<file path="src/rtl/data_output_uart.sv">
// Captures 16-bit words into a FIFO and sends each one as four uppercase hex chars plus a terminator on UART 8N1.
// Define DATA_OUTPUT_UART_CRLF_EN for a CR LF terminator; otherwise a single space is sent.
module data_output_uart #(
  parameter int CLKS_PER_BIT = 868,
  parameter int FIFO_DEPTH   = 4
) (
  input  logic        clk,
  input  logic        reset,
  input  logic [15:0] data_in,
  input  logic        data_valid,
  output logic        tx,
  output logic        busy,
  output logic        overflow,
  output logic [1:0]  state_o
);
  localparam int AW = $clog2(FIFO_DEPTH);
  localparam int TW = $clog2(CLKS_PER_BIT);
`ifdef DATA_OUTPUT_UART_CRLF_EN
  localparam int NCHARS = 6;
`else
  localparam int NCHARS = 5;
`endif
  localparam logic [TW-1:0] TMR_LAST  = TW'(CLKS_PER_BIT - 1);
  localparam logic [2:0]    CHAR_LAST = 3'(NCHARS - 1);
  localparam logic [AW:0]   FULL      = (AW + 1)'(FIFO_DEPTH);

  typedef enum logic [1:0] {S_IDLE, S_START, S_DATA, S_STOP} state_e;

  function automatic logic [7:0] char_of(input logic [15:0] w, input logic [2:0] idx);
    logic [3:0] nib;
    logic [7:0] c;
    case (idx)
      3'd0:    nib = w[15:12];
      3'd1:    nib = w[11:8];
      3'd2:    nib = w[7:4];
      3'd3:    nib = w[3:0];
      default: nib = 4'h0;
    endcase
    c = (nib < 4'd10) ? (8'h30 + {4'h0, nib}) : (8'h37 + {4'h0, nib});
    case (idx)
`ifdef DATA_OUTPUT_UART_CRLF_EN
      3'd4:    c = 8'h0D;
      3'd5:    c = 8'h0A;
`else
      3'd4:    c = 8'h20;
`endif
      default: ;
    endcase
    return c;
  endfunction

  state_e          state_q, state_d;
  logic [TW-1:0]   tmr_q, tmr_d;
  logic [2:0]      bit_q, bit_d;
  logic [2:0]      char_q, char_d;
  logic [15:0]     hold_q, hold_d;
  logic [7:0]      shift_q, shift_d;
  logic            tx_q, tx_d;
  logic            ovf_q;
  logic [AW-1:0]   wr_ptr_q, rd_ptr_q;
  logic [AW:0]     count_q;
  logic [15:0]     mem_q [FIFO_DEPTH];
  logic            tick, fifo_empty, pop, push;
  logic [15:0]     head;

  assign tick       = (tmr_q == TMR_LAST);
  assign fifo_empty = (count_q == '0);
  assign head       = mem_q[rd_ptr_q];

  // Handshake: there is no ready. A word is taken on every edge with data_valid high
  // unless the FIFO is full with no pop that cycle; then it is dropped and overflow sticks.
  assign push = data_valid && ((count_q != FULL) || pop);

  always_comb begin
    state_d = state_q;
    bit_d   = bit_q;
    char_d  = char_q;
    hold_d  = hold_q;
    shift_d = shift_q;
    pop     = 1'b0;
    case (state_q)
      S_IDLE: if (!fifo_empty) begin
        pop = 1'b1; hold_d = head; char_d = 3'd0;
        shift_d = char_of(head, 3'd0); state_d = S_START;
      end
      S_START: if (tick) begin
        bit_d = 3'd0; state_d = S_DATA;
      end
      S_DATA: if (tick) begin
        shift_d = {1'b0, shift_q[7:1]};
        bit_d   = bit_q + 3'd1;
        if (bit_q == 3'd7) state_d = S_STOP;
      end
      S_STOP: if (tick) begin
        if (char_q != CHAR_LAST) begin
          char_d  = char_q + 3'd1;
          shift_d = char_of(hold_q, char_q + 3'd1);
          state_d = S_START;
        end else if (!fifo_empty) begin
          pop = 1'b1; hold_d = head; char_d = 3'd0;
          shift_d = char_of(head, 3'd0); state_d = S_START;
        end else begin
          state_d = S_IDLE;
        end
      end
      default: state_d = S_IDLE;
    endcase
  end

  // tx is registered, so the line trails the FSM state by one cycle throughout.
  always_comb begin
    tx_d  = 1'b1;
    tmr_d = (state_q == S_IDLE || tick) ? '0 : tmr_q + 1'b1;
    case (state_q)
      S_START: tx_d = 1'b0;
      S_DATA:  tx_d = shift_q[0];
      default: tx_d = 1'b1;
    endcase
  end

  always_ff @(posedge clk or negedge reset) begin
    if (!reset) begin
      state_q  <= S_IDLE;
      tmr_q    <= '0;
      bit_q    <= 3'd0;
      char_q   <= 3'd0;
      hold_q   <= 16'h0;
      shift_q  <= 8'h0;
      tx_q     <= 1'b1;
      ovf_q    <= 1'b0;
      wr_ptr_q <= '0;
      rd_ptr_q <= '0;
      count_q  <= '0;
    end else begin
      state_q <= state_d;
      tmr_q   <= tmr_d;
      bit_q   <= bit_d;
      char_q  <= char_d;
      hold_q  <= hold_d;
      shift_q <= shift_d;
      tx_q    <= tx_d;
      if (data_valid && !push) ovf_q <= 1'b1;
      if (push) wr_ptr_q <= wr_ptr_q + 1'b1;
      if (pop)  rd_ptr_q <= rd_ptr_q + 1'b1;
      case ({push, pop})
        2'b10:   count_q <= count_q + 1'b1;
        2'b01:   count_q <= count_q - 1'b1;
        default: count_q <= count_q;
      endcase
    end
  end

  always_ff @(posedge clk) begin
    if (push) mem_q[wr_ptr_q] <= data_in;
  end

  assign tx       = tx_q;
  assign busy     = !fifo_empty || (state_q != S_IDLE);
  assign overflow = ovf_q;
  assign state_o  = state_q;
endmodule

</file>
<file path="config.mk">
export PLATFORM = sky130hd
export DESIGN_NAME = data_output_uart
export DESIGN_NICKNAME = d
export VERILOG_FILES = /design/src/rtl/data_output_uart.sv
export SDC_FILE = /design/constraint.sdc
export NUM_CORES = 1
export LEC_CHECK = 0
export CAP_MARGIN = 0
export CORE_MARGIN = 3
export CORE_UTILIZATION = 60
export CTS_CLUSTER_DIAMETER = 30
export DETAILED_ROUTE_END_ITERATION = 7
export PLACE_DENSITY_LB_ADDON = 0.25
export SYNTH_ARGS = -nofsm -noshare
export SYNTH_HDL_FRONTEND = slang
export SYNTH_SLANG_ARGS = --single-unit
</file>
<file path="constraint.sdc">
create_clock -name clk -period 4 [get_ports clk]
set_clock_uncertainty 0.1 [all_clocks]
set_input_delay 0.6 -clock clk [delete_from_list [all_inputs] [get_ports clk]]
set_output_delay 0.6 -clock clk [all_outputs]
set_load 0.05 [all_outputs]
</file>
==> metrics, run 1 <==
global-route wire length before repair 17.0 mm; layout cell share with drive strength beyond 1 0.208; starting density of the core 0.628; Power per Cell Area 802 nW/µm²; flip-flop and latch count after synthesis 114; worst-path fanout max 10; GRT Total Usage 0.226; Critical Path End Type register; fmax 317 MHz; initial drt markers 112; final setup vio count 0; hpwl dp 6.24 mm; clock root buffer master clkbuf_8; DR WL/cell 19.1 µm; worst hold slack 0.104 ns; DRT Pass-1 Iters 4; worst path cell trace inv_1 > ha_1 > nand3_1 > o41a_1 > nor3_4 > nand2_1 > fa_1 > nor3_1 > mux2i_1 > o31a_1; crit path DAT 3.45 ns; count leader, synth edfxtp_1; share of the synthesized area in the top cell type 0.365; Hold Buf Count CTS 0; Core Region 8380 µm²; unrepaired setup endpoints after global routing false; Crit-path slowest cell o41a_1; sequential-to-total area share from yosys stat 0.603; slowest stage delay, CP 0.49 ns; max_cap viols 0; Post-synth EDFFs 64; Worst-Skew Late Latency 0.51 ns; synth top area cells edfxtp_1 37%, dfrtp_1 23%, mux4_2 6.8%, ha_1 4.0%, mux2_2 3.6%; Synth Cell Area 5260 µm²; buffer depth of the longest clock path 2; CTS tree done; routed wire length 10.1 mm; asr flop ratio synth 0.439; # IOs 24; Final Slew Violations 0; synth warn 0; DR vias/cell 5.91; Die H 99.7 µm; largest net degree at the start of global routing 51; Syn Area/Cell 14.1 µm²; largest area contributor in the netlist edfxtp_1; DRT antenna net count 0; CTS resizes 0; area of the multi-input gates 1920 µm²; CTS clk-pin slew, worst paths 0.06 ns; fin crit share 0.789; relative slew slack 0.426; chip width 99.7 µm; n_diodes 0; Final Util 0.734; FF+latch area 3170 µm²; status finished, final reports clean; Synth top cells by count 64 x edfxtp_1, 49 x dfrtp_1, 26 x nor2_1; H-tree depth 4; vias 3122; total CTS buffers 17; final hold violation count 0; Port Buf Inserts 23; filler cell count 522; DRC viols 0; postcts setup bufs 0; GRT Residual Overflow 0; initial antenna violation count 0; row count 33; Critical Path RT 4.29 ns; Total Die Area 9930 µm²; Min-Delay Path Class in2async; predominant post-synthesis flop cell edfxtp_1; DP Worst Slack 0.894 ns; Worst-Margin Slew 0.860 ns; Setup crit start kind register; Nets 447; P_leak 2.38 nW; number of global-route vias before repair 3309; Final min period 3.16 ns; Syn Nets 411; Crit Path Category reg2reg; CTS Sinks 114; Cells after Synth 374; Worst IR Drop VDD 0.556 mV; area grow syn2layout 16.9%; Final GP Congestion 0.808; post-route setup slack 0.844 ns; Cell variety after synth 62; TNS Setup 0 ns
registers in the layout (all words and copies together) (netlist names):
signal and flops:
bit_q 3, state_o 2, char_q 3, mem_q 64, tx 1, hold_q 16, overflow 1, shift_q 7
wr_ptr_q 2, rd_ptr_q 2, tmr_q 10, count_q 3
worst max-delay path: cells and delay by family (launching register included):
| kind | cells | cell delay, ns |
|---|---|---|
| buf+inv | 1 | 0.14 |
| mux | 1 | 0.11 |
| compound gates | 2 | 0.60 |
| fa+ha+maj | 2 | 0.81 |
| flops | 1 | 0.43 |
| simple gates | 4 | 0.84 |
worst paths after layout:
kind	start	to	slack, ns	depth (start not counted)
worst max register to register	char_q[0]	count_q[2]	0.84	10
max in group asynchronous	reset	wr_ptr_q[1]	3.27	2
min in group clk	overflow	overflow	0.35	1
worst max-delay path	char_q[0]	count_q[2]	0.84	10
worst min register to register	overflow	overflow	0.35	1
worst min-delay path	reset	bit_q[0]	0.10	2
where the power goes:
part | internal [W] | leakage (nW) | switching (W)
clock | 0.000852 | 0.281 | 0.000593
sequential | 0.00160 | 1.20 | 0.000204
combinational | 0.000767 | 0.905 | 0.000919
cell families (layout without fill, tap and decap cells):
kind of cell / count (synthesis) / in the layout / synth area share
multiplexers: 38 / 38 / 0.114
buffers and inverters: 31 / 80 / 0.0316
flip-flops: 114 / 114 / 0.603
AO/OA/AOI/OAI: 71 / 71 / 0.0965
adder cells (fa/ha/maj): 18 / 18 / 0.0442
XOR/XNOR: 14 / 14 / 0.0233
AND/OR/NAND/NOR: 88 / 88 / 0.0870
layout by cell type (no fill, tap or decap), types with 6 or more instances in the layout:
cell type / count
a21oi_1: 12
a22oi_1: 9
buf_4: 9
clkbuf_16: 16
clkdlybuf4s50_1: 22
dfrtp_1: 49
edfxtp_1: 64
ha_1: 17
inv_1: 16
inv_6: 8
mux2_2: 17
mux4_2: 16
nand2_1: 25
nand3_1: 6
nor2_1: 26
o21ai_0: 9
xnor2_1: 9
routing by layer:
layer,vias up,part of all wire,global-route usage
met2,61,0.53,0.387
met5,-,0,0
met3,15,0.032,0.0631
met4,0,0.017,0.0756
li1,1488,-,-
met1,1558,0.42,0.277
layout make-up:
cell class | count | area share
multi-input combinational | 229 | 0.312
tap | 105 | 0.0213
timing repair buffer | 32 | 0.0476
sequential | 114 | 0.516
inverter | 16 | 0.00976
clock inverter | 15 | 0.0258
clock buffer | 17 | 0.0673
stage by stage:
| step | total power, W | cell area [µm²] | cells |
|---|---|---|---|
| 2_1_floorplan | 0.00308 | 5260 | 374 |
| 3_3_place_gp | 0.00342 | 5580 | 496 |
| 3_5_place_dp | 0.00348 | 5580 | 496 |
| 4_1_cts | 0.00497 | 6150 | 528 |
| 5_1_grt | 0.00524 | 6150 | 528 |
| 6_report | 0.00494 | 6150 | 528 |
No activity file was read; power rests on OpenSTA's default activity.
==> inputs of run 2 (changes only) <==
==> constraint.sdc (replaced) <==
create_clock -name clk -period 3.3 [get_ports clk]
set_clock_uncertainty 0.1 [all_clocks]
set_input_delay 0.495 -clock clk [delete_from_list [all_inputs] [get_ports clk]]
set_output_delay 0.495 -clock clk [all_outputs]
set_load 0.05 [all_outputs]
==> metrics, run 2 (same netlist as run 1, synthesis figures left out) <==
DR WL/cell 18.8 µm (-2.0%); Power per Cell Area 962 nW/µm² (+20%); status finished, final reports clean; Setup crit start kind register; Nets 449 (+0.45%); worst path cell trace inv_1 > ha_1 > nand3_1 > o41a_1 > nor3_4 > nand2_1 > fa_1 > and3_2 > o31a_1; DP Worst Slack 0.342 ns (-0.552 ns); CTS tree done; postcts setup bufs 0 (unchanged); Die H 99.7 µm (unchanged); Final Slew Violations 0 (unchanged); final setup vio count 0 (unchanged); hpwl dp 6.67 mm (+6.9%); slowest stage delay, CP 0.48 ns (about the same); sw power 0.00202 W (+18%); Worst R2R Setup Slack 0.31 ns (-0.53 ns); fmax 335 MHz (+5.7%); starting density of the core 0.628 (unchanged); clock root buffer master clkbuf_8; Core Region 8380 µm² (unchanged); final hold violation count 0 (unchanged); initial drt markers 166 (+48%); GRT Total Usage 0.221 (-0.00517); buffer depth of the longest clock path 2 (unchanged); Worst IR Drop VDD 0.518 mV (-6.9%); post-route setup slack 0.313 ns (-0.531 ns); Reg with most FFs mem_q; fin area 6150 µm² (-0.14%); unrepaired setup endpoints after global routing false; number of global-route vias before repair 3250 (-1.8%); most common cell after layout, fill and taps aside edfxtp_1; # IOs 24 (unchanged); area grow syn2layout 16.8%; DRC viols 0 (unchanged); n_diodes 0 (unchanged); max_cap viols 0 (unchanged); Total Die Area 9930 µm² (unchanged); worst r2r src char_q[0]; Crit-path slowest cell o41a_1; path depth of the worst reg2reg path 9 (-1); DRT Pass-1 Iters 4 (unchanged); crit path DAT 3.28 ns (-0.17 ns); Final min period 2.99 ns (-0.169 ns); worst path buffer plus inverter count 1 (unchanged); Critical Path RT 3.59 ns (-0.70 ns); global-route wire length before repair 16.7 mm (-1.8%); DP Area 5600 µm² (+0.27%); Crit Path Category reg2reg; largest net degree at the start of global routing 51 (unchanged); relative slew slack 0.272 (-0.155); CTS resizes 0 (unchanged); worst-path fanout max 10 (unchanged); worst hold slack 0.0995 ns (-0.00438 ns); Port Buf Inserts 23 (unchanged); CTS Sinks 114 (unchanged); initial antenna violation count 0 (unchanged); fin crit share 0.905 (+0.116); max reg flops 64 (unchanged); GRT Residual Overflow 0 (unchanged); chip width 99.7 µm (unchanged); Worst-Margin Slew 1.09 ns (+0.233 ns); Worst-Skew Late Latency 0.51 ns (about the same); most frequent cells in the layout 64 x edfxtp_1, 49 x dfrtp_1, 26 x nor2_1, 25 x nand2_1, 22 x clkdlybuf4s50_1; reg2reg end count_q[2]; CTS clk-pin slew, worst paths 0.06 ns (about the same); Sw Share 0.342 (-0.00557); Final GP Congestion 0.839 (+3.9%); Reg power frac 0.373 (+0.008); routed wire length 9.94 mm (-1.6%); P_int 0.00389 W (+21%); Clk network pwr share 0.280 (-0.013); DRT antenna net count 0 (unchanged); Critical Path End Type register; filler cell count 532 (+1.9%); layout cell share with drive strength beyond 1 0.207 (-0.000979); Hold Buf Count CTS 0 (unchanged); P_leak 2.37 nW (-0.43%); CP top delay family adder cells; DR vias/cell 5.94 (+0.45%); row count 33 (unchanged); combinational share of power 0.347 (+0.005); H-tree depth 4 (unchanged); Min-Delay Path Class in2async; vias 3148 (+0.83%); total CTS buffers 17 (unchanged); Top Registers mem_q (64), hold_q (16), tmr_q (10); TNS Setup 0 ns (unchanged)
## run 2: through the flow
stage,cells,util,power [W]
after floorplan,374,-,0.00373
after global placement,498,0.668,0.00415
after detailed placement,498,0.668,0.00426
after CTS,530,0.733,0.00596
after global routing,530,0.733,0.00627
final,530,0.733,0.00592
## run 2: per-layer routing
| layer | vias to the layer above | track usage | routed length (µm) |
|---|---|---|---|
| li1 | 1484 | - | - |
| met5 | - | 0 | 0 |
| met2 | 73 | 0.363 | 5230 |
| met3 | 13 | 0.0715 | 346 |
| met4 | 0 | 0.0641 | 138 |
| met1 | 1578 | 0.283 | 4220 |
## run 2: area by class of cell
type,instances,area (µm²),share of cell area
flip-flops and latches,114,3170,0.516
multi-input cells,229,1920,0.313
clock buffers,18,418,0.0680
repair buffers,34,308,0.0501
clock inverters,14,131,0.0214
well taps,105,131,0.0214
inverters,16,60.1,0.00977
## run 2: worst max path at each step
stage,startpoint,end,slack [ns],cells after the start
2_1_floorplan,state_o[0],count_q[2],0.26,9
3_3_place_gp,char_q[0],count_q[2],0.43,9
3_5_place_dp,char_q[0],count_q[2],0.34,9
4_1_cts,char_q[0],count_q[2],0.33,9
5_1_grt,char_q[0],count_q[2],0.11,10
6_report,char_q[0],count_q[2],0.31,9
## run 2: power groups by stage
stage          logic [W]  clock network (W)  registers, W
6_report         0.00205            0.00166       0.00220
5_1_grt          0.00226            0.00176       0.00225
4_1_cts          0.00206            0.00169       0.00220
3_5_place_dp     0.00204                  0       0.00222
3_3_place_gp     0.00197                  0       0.00219
2_1_floorplan    0.00155                  0       0.00218
